<file path="src/rtl/vga_timing_pkg.sv">
// 640x480@60 VGA timing constants and receiver state encoding, shared by the
// generator, the capture block and the frame checker.
package vga_timing_pkg;

    localparam int H_VISIBLE = 640;
    localparam int H_FP      = 16;
    localparam int H_SYNC    = 96;
    localparam int H_BP      = 48;
    localparam int V_VISIBLE = 480;
    localparam int V_FP      = 10;
    localparam int V_SYNC    = 2;
    localparam int V_BP      = 33;
    localparam int CW        = 11;

    localparam int H_TOTAL = H_VISIBLE + H_FP + H_SYNC + H_BP;
    localparam int V_TOTAL = V_VISIBLE + V_FP + V_SYNC + V_BP;
    localparam int H_START = H_SYNC + H_BP;
    localparam int V_START = V_SYNC + V_BP;

    typedef enum logic [1:0] {
        HSEARCH = 2'd0,
        VSEARCH = 2'd1,
        LOCKED  = 2'd2
    } rx_state_e;

endpackage

</file>
<file path="src/rtl/vga_sync_edge.sv">
// Samples one active-low sync line on the pixel strobe and flags the
// high-to-low transition between the two most recent samples.
module vga_sync_edge (
    input  logic clk,
    input  logic rst,
    input  logic pix_en,
    input  logic sync_n,
    output logic sync_fall
);

    logic cur_r;
    logic prev_r;

    // Two-sample history; reset to the idle (deasserted) level.
    always_ff @(posedge clk) begin
        if (rst) begin
            cur_r  <= 1'b1;
            prev_r <= 1'b1;
        end else if (pix_en) begin
            prev_r <= cur_r;
            cur_r  <= sync_n;
        end
    end

    assign sync_fall = prev_r & ~cur_r;

endmodule

</file>
<file path="src/rtl/vga_rx_capture.sv">
// VGA receiver: locks to hsync/vsync, recovers pixel coordinates and
// reports line/frame length errors. Two-stage pipeline driven by pix_en.
module vga_rx_capture #(
    parameter int H_VISIBLE = vga_timing_pkg::H_VISIBLE,
    parameter int H_FP      = vga_timing_pkg::H_FP,
    parameter int H_SYNC    = vga_timing_pkg::H_SYNC,
    parameter int H_BP      = vga_timing_pkg::H_BP,
    parameter int V_VISIBLE = vga_timing_pkg::V_VISIBLE,
    parameter int V_FP      = vga_timing_pkg::V_FP,
    parameter int V_SYNC    = vga_timing_pkg::V_SYNC,
    parameter int V_BP      = vga_timing_pkg::V_BP,
    parameter int CW        = vga_timing_pkg::CW
) (
    input  logic       clk,
    input  logic       rst,
    input  logic       pix_en,
    input  logic       vga_hsync_n,
    input  logic       vga_vsync_n,
    input  logic       vga_r,
    input  logic       vga_g,
    input  logic       vga_b,
    output logic [9:0] pix_x,
    output logic [9:0] pix_y,
    output logic [2:0] pix_rgb,
    output logic       pix_valid,
    output logic       line_start,
    output logic       frame_start,
    output logic       locked,
    output logic       err_hlen,
    output logic       err_vlen
);

    import vga_timing_pkg::rx_state_e;
    import vga_timing_pkg::HSEARCH;
    import vga_timing_pkg::VSEARCH;
    import vga_timing_pkg::LOCKED;

    localparam int H_TOT = H_VISIBLE + H_FP + H_SYNC + H_BP;
    localparam int V_TOT = V_VISIBLE + V_FP + V_SYNC + V_BP;
    localparam logic [CW-1:0] H_BEG = CW'(H_SYNC + H_BP);
    localparam logic [CW-1:0] H_END = CW'(H_SYNC + H_BP + H_VISIBLE);
    localparam logic [CW-1:0] V_BEG = CW'(V_SYNC + V_BP);
    localparam logic [CW-1:0] V_END = CW'(V_SYNC + V_BP + V_VISIBLE);

    function automatic logic [CW-1:0] sat_inc(input logic [CW-1:0] val);
        if (val == {CW{1'b1}}) begin
            return val;
        end else begin
            return val + {{(CW-1){1'b0}}, 1'b1};
        end
    endfunction

    logic          en_d_r;
    logic [2:0]    rgb_r;
    logic          hs_fall_s;
    logic          vs_fall_s;
    rx_state_e     state_r;
    rx_state_e     state_nxt_s;
    logic [CW-1:0] h_cnt_r;
    logic [CW-1:0] h_cnt_nxt_s;
    logic [CW-1:0] v_cnt_r;
    logic [CW-1:0] v_cnt_nxt_s;
    logic [CW-1:0] hx_s;
    logic [CW-1:0] vy_s;
    logic          vs_pend_r;
    logic          vs_pend_nxt_s;
    logic          hlen_ok_r;
    logic          hlen_ok_nxt_s;
    logic          hlen_bad_s;
    logic          vlen_bad_s;
    logic          err_hlen_s;
    logic          err_vlen_s;
    logic          lock_nxt_s;
    logic          vis_s;

    vga_sync_edge u_hsync (
        .clk       (clk),
        .rst       (rst),
        .pix_en    (pix_en),
        .sync_n    (vga_hsync_n),
        .sync_fall (hs_fall_s)
    );

    vga_sync_edge u_vsync (
        .clk       (clk),
        .rst       (rst),
        .pix_en    (pix_en),
        .sync_n    (vga_vsync_n),
        .sync_fall (vs_fall_s)
    );

    // Stage 1: colour sample plus a one-clk-delayed strobe that fires stage 2.
    always_ff @(posedge clk) begin
        if (rst) begin
            en_d_r <= 1'b0;
            rgb_r  <= 3'b000;
        end else begin
            en_d_r <= pix_en;
            if (pix_en) begin
                rgb_r <= {vga_r, vga_g, vga_b};
            end
        end
    end

    assign hlen_bad_s = (32'(h_cnt_r) + 32'd1) != 32'(H_TOT);
    assign vlen_bad_s = (32'(v_cnt_r) + 32'd1) != 32'(V_TOT);

    // Counters, pending-vsync flag and lock FSM next state.
    always_comb begin
        state_nxt_s   = state_r;
        h_cnt_nxt_s   = h_cnt_r;
        v_cnt_nxt_s   = v_cnt_r;
        vs_pend_nxt_s = vs_pend_r;
        hlen_ok_nxt_s = hlen_ok_r;
        err_hlen_s    = 1'b0;
        err_vlen_s    = 1'b0;
        if (en_d_r) begin
            // A vsync edge earlier in the line is remembered until the next hsync.
            if (hs_fall_s) begin
                h_cnt_nxt_s   = {CW{1'b0}};
                v_cnt_nxt_s   = (vs_fall_s || vs_pend_r) ? {CW{1'b0}} : sat_inc(v_cnt_r);
                vs_pend_nxt_s = 1'b0;
            end else begin
                h_cnt_nxt_s   = sat_inc(h_cnt_r);
                vs_pend_nxt_s = vs_pend_r | vs_fall_s;
            end
            case (state_r)
                HSEARCH: begin
                    if (hs_fall_s) begin
                        state_nxt_s   = VSEARCH;
                        hlen_ok_nxt_s = 1'b0;
                    end else begin
                        state_nxt_s   = HSEARCH;
                    end
                end
                VSEARCH: begin
                    if (hs_fall_s && hlen_bad_s) begin
                        err_hlen_s  = 1'b1;
                        state_nxt_s = HSEARCH;
                    end else if (vs_fall_s && (hs_fall_s || hlen_ok_r)) begin
                        state_nxt_s = LOCKED;
                    end else begin
                        hlen_ok_nxt_s = hlen_ok_r | hs_fall_s;
                    end
                end
                LOCKED: begin
                    err_hlen_s = hs_fall_s & hlen_bad_s;
                    err_vlen_s = vs_fall_s & vlen_bad_s;
                    if (err_hlen_s || err_vlen_s) begin
                        state_nxt_s = HSEARCH;
                    end else begin
                        state_nxt_s = LOCKED;
                    end
                end
                default: begin
                    state_nxt_s = HSEARCH;
                end
            endcase
        end else begin
            state_nxt_s = state_r;
        end
    end

    assign lock_nxt_s = (state_nxt_s == LOCKED);
    assign vis_s = lock_nxt_s
                && (h_cnt_nxt_s >= H_BEG) && (h_cnt_nxt_s < H_END)
                && (v_cnt_nxt_s >= V_BEG) && (v_cnt_nxt_s < V_END);
    assign hx_s = h_cnt_nxt_s - H_BEG;
    assign vy_s = v_cnt_nxt_s - V_BEG;

    // Stage 2: state and registered outputs; coordinates hold between pixels.
    always_ff @(posedge clk) begin
        if (rst) begin
            state_r     <= HSEARCH;
            h_cnt_r     <= {CW{1'b0}};
            v_cnt_r     <= {CW{1'b0}};
            vs_pend_r   <= 1'b0;
            hlen_ok_r   <= 1'b0;
            locked      <= 1'b0;
            pix_valid   <= 1'b0;
            line_start  <= 1'b0;
            frame_start <= 1'b0;
            err_hlen    <= 1'b0;
            err_vlen    <= 1'b0;
            pix_x       <= 10'd0;
            pix_y       <= 10'd0;
            pix_rgb     <= 3'b000;
        end else begin
            state_r     <= state_nxt_s;
            h_cnt_r     <= h_cnt_nxt_s;
            v_cnt_r     <= v_cnt_nxt_s;
            vs_pend_r   <= vs_pend_nxt_s;
            hlen_ok_r   <= hlen_ok_nxt_s;
            locked      <= lock_nxt_s;
            pix_valid   <= en_d_r & vis_s;
            line_start  <= en_d_r & hs_fall_s & lock_nxt_s;
            frame_start <= en_d_r & vs_fall_s & lock_nxt_s;
            err_hlen    <= err_hlen_s;
            err_vlen    <= err_vlen_s;
            if (en_d_r && vis_s) begin
                pix_x   <= hx_s[9:0];
                pix_y   <= vy_s[9:0];
                pix_rgb <= rgb_r;
            end
        end
    end

endmodule

</file>
<file path="config.mk">
export PLATFORM = sky130hd
export DESIGN_NAME = vga_rx_capture
export DESIGN_NICKNAME = d
export VERILOG_FILES = /design/src/rtl/vga_timing_pkg.sv /design/src/rtl/vga_sync_edge.sv /design/src/rtl/vga_rx_capture.sv
export SDC_FILE = /design/constraint.sdc
export NUM_CORES = 1
export LEC_CHECK = 0
export CAP_MARGIN = 10
export CORE_MARGIN = 3
export CORE_UTILIZATION = 60
export CTS_BUF_LIST = sky130_fd_sc_hd__clkbuf_4 sky130_fd_sc_hd__clkbuf_8
export DETAILED_ROUTE_END_ITERATION = 8
export PLACE_DENSITY_LB_ADDON = 0.15
export SYNTH_ARGS = -nofsm -noshare
export SYNTH_HDL_FRONTEND = slang
export SYNTH_SLANG_ARGS = --single-unit
export TNS_END_PERCENT = 30
</file>
<file path="constraint.sdc">
create_clock -name clk -period 7.89 [get_ports clk]
set_input_delay 1.578 -clock clk [delete_from_list [all_inputs] [get_ports clk]]
set_output_delay 1.578 -clock clk [all_outputs]
set_load 0.005 [all_outputs]
</file>
==> summary.md <==
• chip height: 85.0 um
• Critical Path, Cell by Cell: and3b_1 > o31a_1 > xnor2_1 > nor2_1 > ha_1 > nand2_1 > o311a_1 > a2bb2oi_2 > a21oi_1 > a211oi_2
• initial core utilization: 62.4%
• setup slack of the most critical reg-to-reg path: 3.90 ns
• slew at the pin closest to its max-slew limit: 0.994 ns
• peak per-stage delay on the critical path: 0.80 ns
• Required @ worst endpoint: 8.16 ns
• nature of the critical path startpoint: flip-flop
• total gr overflow: 0
• die outline width: 85.0 um
• routed wire length: 9360 um
• relative contribution of the clock network to total power: 45.2%
• count of hold-fix buffers inserted at cts: 0
• critical path peak fanout: 21
• Total Neg Setup Slack: 0 ns
• layout net count: 472
• number of remaining DRC errors: 0
• Max Clock Skew: 0.00767 ns
• number of global-route vias before repair: 3258
• data arrival time of the critical path: 4.25 ns
• peak supply drop: 0.000132 V
• launch instance of the worst register-to-register path: en_d_r
• total power density per cell area: 152 nW/um^2
• proportion of synthesized area in mux cells: 2.81%
• Power Internal: 487 uW
• number of hold violations in the final report: 0
• H-tree depth: 3
• count of buffers added by post-CTS timing repair for setup: 0
• initial antenna violation count: 0
• switching power share of the total: 24.3%
• number of cell instances on the worst register-to-register path: 10
• share of power burned in combinational logic: 4.3%
• Filler cells: 476
• area delta synth->final: 13.1%
• startpoint-to-endpoint class of the critical path: flip-flop to flip-flop
• CTS root buffer: sky130_fd_sc_hd__clkbuf_8
• Max transition margin: 33.7%
• Synth Instances: 436
• count of inserted antenna diode cells: 0
• net switching power: 156 uW
• Post-DP Area: 4030 sq um
• most common library cell in the layout ignoring fill and taps: sky130_fd_sc_hd__dfxtp_1
• I/O Pins: 37
• number of max-cap violations: 0
• main combinational cell family by area after synthesis: compound AO/OA/AOI/OAI gates
• source-to-sink clock delay at the later pin of the worst-skew pair: 0.34 ns
• run status: complete, no violations
• Netlist Area Pre-Place: 3740 sq um
• fraction of synthesized cell area in xor and xnor cells: 3.75%
• 1st-pass router iterations: 5
• first-iteration detailed-routing DRC count: 229
• Sequential Power Share: 50.5%
• sequential-to-total area share from yosys stat: 33.7%
• clock tree from TritonCTS: yes
• Max Transition Viols Final: 0
• IO Port Bufs: 36
• first element of the critical path: en_d_r
• TritonCTS Buffers: 9
• TritonCTS Sinks: 63
• overall power of the completed layout: 644 uW
• slowest library cell on the worst path: sky130_fd_sc_hd__a2bb2oi_2
• number of nets in the synthesized netlist: 454
• Mean Syn Cell Area: 8.58 sq um
• register bit total from synthesis: 63
• unrepaired setup endpoints after global routing: false
• top library cells by usage in the layout, fill and taps aside: sky130_fd_sc_hd__dfxtp_1, sky130_fd_sc_hd__nor2_1, sky130_fd_sc_hd__clkdlybuf4s50_1, sky130_fd_sc_hd__nand2_1, sky130_fd_sc_hd__a21oi_1
• number of enable-type register cells in the synthesized netlist: 0
• Post-Layout Inst Area: 4230 sq um
• GPL Wtd Cong: 0.888
• number of unique standard cell types used by synthesis: 78
• setup slack at placement: 3.99 ns
• Hold Crit Class: flip-flop to flip-flop
• row count: 28
• Final min period: 3.99 ns
• Adder-Cell Fraction of Synth Area: 3.34%
• area enclosed by the die boundary: 7220 sq um
• clock slew at reported path FFs: 0.07 ns
• post-route clock period utilization: 50.5%
• YS warnings: 0
• Post-Synth Simple-Gate Area: 24.6%
• end point of the critical path: pix_x[9]
• overall via count from detail_route: 3471
• aggregate global-route resource usage: 27.2%
• first-pass GRT wire length: 16000 um
• CP Capture Type: flip-flop
• leakage power: 0.00149 uW
• HPWL after detailed placement: 6480 um
• post-cts sizing count: 0
• core outline area: 5990 sq um
• worst hold margin: 0.459 ns
• Reg2Reg Capture Point: pix_x[9]
• Compound-Gate Fraction of Synth Area: 25.9%
• total of endpoints with negative setup slack in the final report: 0
• most frequently used flop master after synthesis: sky130_fd_sc_hd__dfxtp_1
• async set or reset register ratio after synthesis: 0%
• maximum number of pins on one net before global-route repair: 56
• share of layout cells above drive strength 1: 11.5%
• number of vias per cell after detailed routing: 6.50
• Final WS setup: 3.90 ns
• worst-case clock buffer depth: 2
• highest clock rate: 0.251 GHz
• post-route antenna net violation count: 0
• WL per Instance: 17.5 um
state kept, by name, indices dropped and copies added, names as in the netlist, 2 cells and up:
register,count
pix_y,10
pix_x,10
h_cnt_r,11
rgb_r,3
v_cnt_r,11
state_r,2
pix_rgb,3
per-stage QoR:
| step | util, % | cells |
|---|---|---|
| after floorplan | - | 436 |
| after global placement | 67.2 | 518 |
| after detailed placement | 67.2 | 518 |
| after CTS | 70.7 | 534 |
| after global routing | 70.7 | 534 |
| final | 70.7 | 534 |
worst max-delay path: cells and delay by family (launching register included):
family                     cells  cell delay (ns)
DFF                            1             0.59
AOI/OAI and AO/OA              5             2.05
adders and majority gates      1             0.21
xor gates and xnor gates       1             0.14
and+or+nand+nor                3             0.92
cell families after synthesis:
logic type,after synthesis
simple gates,168
compound gates,126
flops,63
buf+inv,43
xor+xnor,16
mux,10
fa+ha+maj,10
layer usage:
| layer | vias up | wire length, um | track usage, % |
|---|---|---|---|
| li1 | 1660 | - | - |
| met1 | 1654 | 4290 | 38.5 |
| met2 | 142 | 4350 | 40.6 |
| met3 | 15 | 548 | 5.44 |
| met4 | 0 | 177 | 11.2 |
| met5 | - | 0 | 0 |
synthesized netlist by cell type, types with 10 or more instances:
| master | number | area (sq um) |
|---|---|---|
| sky130_fd_sc_hd__nand4_1 | 10 | 62.6 |
| sky130_fd_sc_hd__nand3_1 | 21 | 105 |
| sky130_fd_sc_hd__inv_1 | 13 | 48.8 |
| sky130_fd_sc_hd__nor2_1 | 41 | 154 |
| sky130_fd_sc_hd__nand2_1 | 28 | 105 |
| sky130_fd_sc_hd__ha_1 | 10 | 125 |
| sky130_fd_sc_hd__dfxtp_1 | 63 | 1260 |
| sky130_fd_sc_hd__a21oi_1 | 26 | 130 |
| sky130_fd_sc_hd__clkbuf_1 | 11 | 41.3 |
| sky130_fd_sc_hd__nor3_1 | 14 | 70.1 |
| sky130_fd_sc_hd__xnor2_1 | 13 | 114 |
| sky130_fd_sc_hd__o21ai_0 | 23 | 115 |
power groups by stage:
stage               Combinational, uW  Clock [uW]  Sequential (uW)
floorplan                        20.5           0              331
global placement                 26.8           0              332
detailed placement               27.3           0              333
CTS                              27.5         298              325
global route                     30.7         312              326
finish                           27.7         291              325
worst min-delay path by stage:
stage / slack [ns] / cells after the start / endpoint / start
after floorplan: 0.43 / 2 / u_vsync.prev_r / u_vsync.prev_r
after global placement: 0.45 / 2 / u_vsync.prev_r / u_vsync.prev_r
after detailed placement: 0.45 / 2 / pix_x[0] / pix_x[0]
after CTS: 0.46 / 2 / pix_x[0] / pix_x[0]
after global routing: 0.48 / 2 / pix_x[2] / pix_x[2]
final: 0.46 / 2 / pix_x[0] / pix_x[0]
final cells by class:
class                           instances  area [sq um]  share of cell area, %
Clock inverter                          6          68.8                   1.63
Timing Repair Buffer                   37           363                   8.57
Multi-Input combinational cell        330          2260                   53.4
Clock buffer                           10           138                   3.25
Tap cell                               75          93.8                   2.22
Inverter                               13          48.8                   1.15
Sequential cell                        63          1260                   29.8
Note: power is estimated with default switching activity, not from simulation.
